File: src/rtl/shift_register_pkg.sv
// Shared types and constants for the latched shift-register driver.
package shift_register_pkg;

   localparam int CLK_DIV_W = 8;

   typedef enum logic [1:0] {
      IDLE,
      SETUP,
      SHIFT_HI,
      LATCH
   } sr_state_t;

endpackage

File: src/rtl/sr_phase_tick.sv
// Phase timer: counts 0..CLK_DIV-1 while run is high and flags the last cycle of a phase.
module sr_phase_tick
   import shift_register_pkg::*;
#(
   parameter int CLK_DIV = 2
) (
   input  logic clk,
   input  logic rst_n,
   input  logic run,
   output logic tick
);

   localparam logic [CLK_DIV_W-1:0] LAST = CLK_DIV_W'(CLK_DIV - 1);

   logic [CLK_DIV_W-1:0] count;

   // Held at zero while idle so the first phase of a frame is always full length.
   assign tick = run && (count == LAST);

   always_ff @(posedge clk or negedge rst_n) begin
      if (!rst_n) begin
         count <= '0;
      end else if (!run || tick) begin
         count <= '0;
      end else begin
         count <= count + CLK_DIV_W'(1);
      end
   end

endmodule

File: src/rtl/shift_register_driver.sv
// Serializes a parallel frame LSB first into a latched shift register (SER/SRCLK/RCLK).
//
// state    | meaning
// IDLE     | waiting for a frame, ready=1, ser=0
// SETUP    | ser presents the current bit, shclk=0
// SHIFT_HI | shclk=1, downstream shifts the current bit in
// LATCH    | rclk=1, downstream copies its shift register to Q
module shift_register_driver
   import shift_register_pkg::*;
#(
   parameter int WIDTH   = 8,
   parameter int CLK_DIV = 2
) (
   input  logic             SRCLK,
   input  logic             SRCLR_n,
   input  logic [WIDTH-1:0] data_in,
   input  logic             valid,
   output logic             ready,
   output logic             ser,
   output logic             shclk,
   output logic             rclk,
   output logic             busy,
   output logic             done
);

   localparam int BIT_W = $clog2(WIDTH + 1);
   localparam logic [BIT_W-1:0] LAST_BIT = BIT_W'(WIDTH - 1);

   sr_state_t        state;
   sr_state_t        state_d;
   logic [BIT_W-1:0] bit_cnt;
   logic [BIT_W-1:0] bit_cnt_d;
   logic [WIDTH-1:0] frame;
   logic [WIDTH-1:0] frame_d;
   logic             ser_d;
   logic             run;
   logic             tick;

   assign run = (state != IDLE);

   sr_phase_tick #(
      .CLK_DIV(CLK_DIV)
   ) u_phase (
      .clk  (SRCLK),
      .rst_n(SRCLR_n),
      .run  (run),
      .tick (tick)
   );

   always_comb begin
      state_d   = state;
      bit_cnt_d = bit_cnt;
      frame_d   = frame;
      ser_d     = ser;
      unique case (state)
         IDLE: begin
            if (valid) begin
               state_d   = SETUP;
               frame_d   = data_in;
               ser_d     = data_in[0];
               bit_cnt_d = '0;
            end
         end
         SETUP: begin
            if (tick) begin
               state_d = SHIFT_HI;
            end
         end
         SHIFT_HI: begin
            if (tick) begin
               bit_cnt_d = bit_cnt + BIT_W'(1);
               if (bit_cnt == LAST_BIT) begin
                  state_d = LATCH;
                  ser_d   = 1'b0;
               end else begin
                  // The frame register shifts so the next bit is always at index 0.
                  state_d = SETUP;
                  frame_d = frame >> 1;
                  ser_d   = frame_d[0];
               end
            end
         end
         LATCH: begin
            if (tick) begin
               state_d   = IDLE;
               bit_cnt_d = '0;
            end
         end
         default: begin
            state_d = IDLE;
         end
      endcase
   end

   // Outputs are decoded from the next state so each pin changes on the same edge as the state.
   always_ff @(posedge SRCLK or negedge SRCLR_n) begin
      if (!SRCLR_n) begin
         state   <= IDLE;
         bit_cnt <= '0;
         frame   <= '0;
         ser     <= 1'b0;
         shclk   <= 1'b0;
         rclk    <= 1'b0;
         done    <= 1'b0;
         ready   <= 1'b1;
         busy    <= 1'b0;
      end else begin
         state   <= state_d;
         bit_cnt <= bit_cnt_d;
         frame   <= frame_d;
         ser     <= ser_d;
         shclk   <= (state_d == SHIFT_HI);
         rclk    <= (state_d == LATCH);
         done    <= (state == LATCH) && (state_d == IDLE);
         ready   <= (state_d == IDLE);
         busy    <= (state_d != IDLE);
      end
   end

endmodule

File: config.mk
export PLATFORM = sky130hd
export DESIGN_NAME = shift_register_driver
export DESIGN_NICKNAME = d
export VERILOG_FILES = /design/src/rtl/shift_register_pkg.sv /design/src/rtl/sr_phase_tick.sv /design/src/rtl/shift_register_driver.sv
export SDC_FILE = /design/constraint.sdc
export NUM_CORES = 1
export LEC_CHECK = 0
export ABC_AREA = 1
export CORE_MARGIN = 2
export CORE_UTILIZATION = 54
export DETAILED_ROUTE_END_ITERATION = 7
export GPL_TIMING_DRIVEN = 0
export PLACE_DENSITY_LB_ADDON = 0.25
export SYNTH_ARGS = -nofsm -noshare
export SYNTH_HDL_FRONTEND = slang
export SYNTH_SLANG_ARGS = --single-unit
export TNS_END_PERCENT = 100
File: constraint.sdc
create_clock -name SRCLK -period 1.5 [get_ports SRCLK]
set_input_delay 0.15 -clock SRCLK [delete_from_list [all_inputs] [get_ports SRCLK]]
set_output_delay 0.15 -clock SRCLK [all_outputs]
set_load 0.005 [all_outputs]
==> impl_metrics.yaml <==
outcome:
  status: "complete, no violations"
layout:
  drive_gt1_frac: 0.138
  syn_to_final_growth_pct: 18.4
  antennaDiodeCount: 0
  layout.nets: 203
  final_util: 0.664
  fillCellCount: 215
logic_synthesis:
  synth_top_area_frac: 0.477
  synth-simple-area-share: 0.374
  synthMuxAreaShare: 0
  syn_inst: 167
  synth_flop_cell: "dfrtp_1"
  netlist_area_um2: 1360
  synth.area.top_cells: "dfrtp_1 48%, nand2_1 16%, nand3_1 8.1%"
  synth_edf_count: 0
  synth_nets: 181
  yosys_warnings: 0
  avgSynthCellArea_um2: 8.17
  synth_top_family_by_area: "simple AND/OR/NAND/NOR gates"
  synth_async_sr_flop_share: 1.00
  synth_fa_ha_area_frac: 0.0275
  synth-seq-cells: 27
  yosys.area.top_type: "dfrtp_1"
  ys_seq_area_frac: 0.496
  synth-compound-area-share: 0.0358
  synth-xor-area-share: 0.0128
  yosysUniqueCellTypes: 24
sta:
  setup_ws_ps: 82.6
  min_period_ps: 1420
  worstMarginPinSlew_ps: 1190
  setup_viol: 0
  finalCritPeriodShare: 0.945
  hold_viol: 0
  fmax_mhz: 706
  clock_skew_ps: 8.39
  whs_ps: 355
  maxSlewHeadroom: 0.202
  slew_viol_final: 0
  rsz0062_at_grt: "yes"
floorplan:
  die_y_um: 54.3
  rows: 18
  start_util: 0.561
  core_um2: 2430
  io_pins: 17
  dieWidth_um: 54.3
  die-area_um2: 2940
route:
  via_count: 1133
  vias_per_cell: 5.20
  drcViolationCount: 0
  drtIter0Drc: 16
  detail_route.wl_per_cell_um: 11.9
  drt_first_pass_iters: 4
  antenna_left: 0
  wirelength_mm: 2.59
worst_setup_path:
  path_max_fanout: 5
  slowest_stage: "dfrtp_1"
  crit_arrival_ps: 1640
  cpPeakStageDelay_ps: 430
  required_ps: 1730
  cp_common_cell: "nand3_1"
  cp-end-kind: "flip-flop"
  worstSetupPathType: "reg2reg"
  cp_cell_sequence: "inv_1 > ha_2 > nand3_1 > nor2_4 > nand2_1 > nand3_1 > o21ai_0"
  cp-start-kind: "flip-flop"
  reg2reg_slack_ps: 80
run:
  maxCapViolations: 0
power:
  peakVddDrop_v: 0.000573
  p_leak_nw: 0.835
  p_per_area_nw_per_um2: 682
  total_power_mw: 1.10
clock_network:
  cts_max_level: 1
  cts.hold.buffers_added: 0
  clockBufferDepth: 2
  cts-root-buf: "clkbuf_4"
  clkTransAtPathRegs_ps: 150
  clk_latency_ps: 330
  cts.sinks: 27
  numCtsBuffers: 3
  cts_tree: "yes"
placement:
  gp_congestion: 0.847
  pre_cts_ws_ps: -112
  numPortBuffers: 16
  hpwlAfterDp_mm: 1.90
min_path:
  hold_class: "in2reg"
grt:
  grt_pass1_vias: 1034
  grt_usage: 0.201
  antenna_found_initial: 0
  grt_pass1_wl_mm: 4.28
  grt_max_degree: 28
  grt_overflow: 0
[flip-flops by register name, indices dropped and copies added, names as in the netlist]
name           count
bit_cnt            4
busy               1
done               1
frame              7
rclk               1
ready              1
ser                1
shclk              1
state              2
u_phase.count      8
[cell usage after synthesis (2+ instances only)]
master,n
nor3b_1,4
o21ai_1,2
nand2_4,2
inv_1,13
nand2_2,4
xor2_1,2
nand2_1,59
ha_1,3
nor2_2,2
a21oi_1,2
dfrtp_1,26
nor2_1,15
nand3_1,22
[layout make-up]
cell class,count,area (um2),share of cell area
Multi-Input combinational cell,124,632,0.391
Inverter,15,58.8,0.0364
Clock inverter,1,7.51,0.00465
Buffer,1,13.8,0.00852
Sequential cell,27,677,0.419
Clock buffer,3,22.5,0.0139
Timing Repair Buffer,17,166,0.103
Tap cell,30,37.5,0.0232
[logic make-up (layout without fill, tap and decap cells)]
family                     Yosys count  in the layout
and+or+nand+nor                    112            112
DFF                                 27             27
buffers and inverters               16             37
AOI/OAI and AO/OA                    7              7
adders and majority gates            3              3
xor gates and xnor gates             2              2
[final timing paths]
path                       cells after the start                to             start
max                                            7        bit_cnt[0]  u_phase.count[1]
min                                            3          frame[7]        data_in[7]
max reg2reg                                    7        bit_cnt[0]  u_phase.count[1]
min reg2reg                                    2          frame[7]          frame[7]
max in group asynchronous                      1        bit_cnt[2]           SRCLR_n
min in group asynchronous                      1  u_phase.count[5]           SRCLR_n
[power by group]
group	internal [mW]	switching, mW
sequential	0.728	0
combinational	0.0263	0.0219
clock	0.102	0.223
total	0.857	0.245
[worst max-delay path, delay by kind of cell, from the launching register on]
family / cells / cell delay, ps
simple gates: 4 / 560
flops: 1 / 430
fa+ha+maj: 1 / 170
compound gates: 1 / 80
buf+inv: 1 / 60
[per-stage QoR]
stage          setup TNS [ps]  cell area, um2  cells
2_1_floorplan               0            1360    167
3_5_place_dp            -2880            1560    213
5_1_grt                  -127            1620    218
6_report                    0            1620    218
3_3_place_gp            -2380            1560    213
4_1_cts                     0            1590    217
[per-layer routing]
layer | routed length [um] | vias up | GRT usage | share of wire
met5 | 0 | - | 0 | 0
met4 | 31 | 0 | 0.0792 | 0.012
met2 | 1280 | 22 | 0.347 | 0.49
met3 | 93 | 4 | 0.0246 | 0.036
met1 | 1190 | 538 | 0.255 | 0.46
li1 | - | 569 | - | -
[cell usage in the layout (no fill, tap or decap), types with 2 or more instances in the layout]
| master | synthesis | layout |
|---|---|---|
| xor2_1 | 2 | 2 |
| inv_1 | 13 | 13 |
| nor2_4 | 1 | 2 |
| clkbuf_4 | 0 | 3 |
| nand2_4 | 2 | 2 |
| nand3_1 | 22 | 22 |
| nor2_2 | 2 | 4 |
| o21ai_1 | 2 | 2 |
| ha_1 | 3 | 2 |
| nand2_2 | 4 | 5 |
| nand2_1 | 59 | 58 |
| a21oi_1 | 2 | 2 |
| clkdlybuf4s50_1 | 0 | 15 |
| nor2_1 | 15 | 12 |
| nor3b_1 | 4 | 4 |
| dfrtp_1 | 26 | 26 |
[repair_timing]
item                       CTS  global route
pin swaps                    0             4
gates resized for setup      1             6
setup endpoints to repair    1            21
cloned                       0             0
setup buffers                0             1
Power figures use the tool's default switching activity.
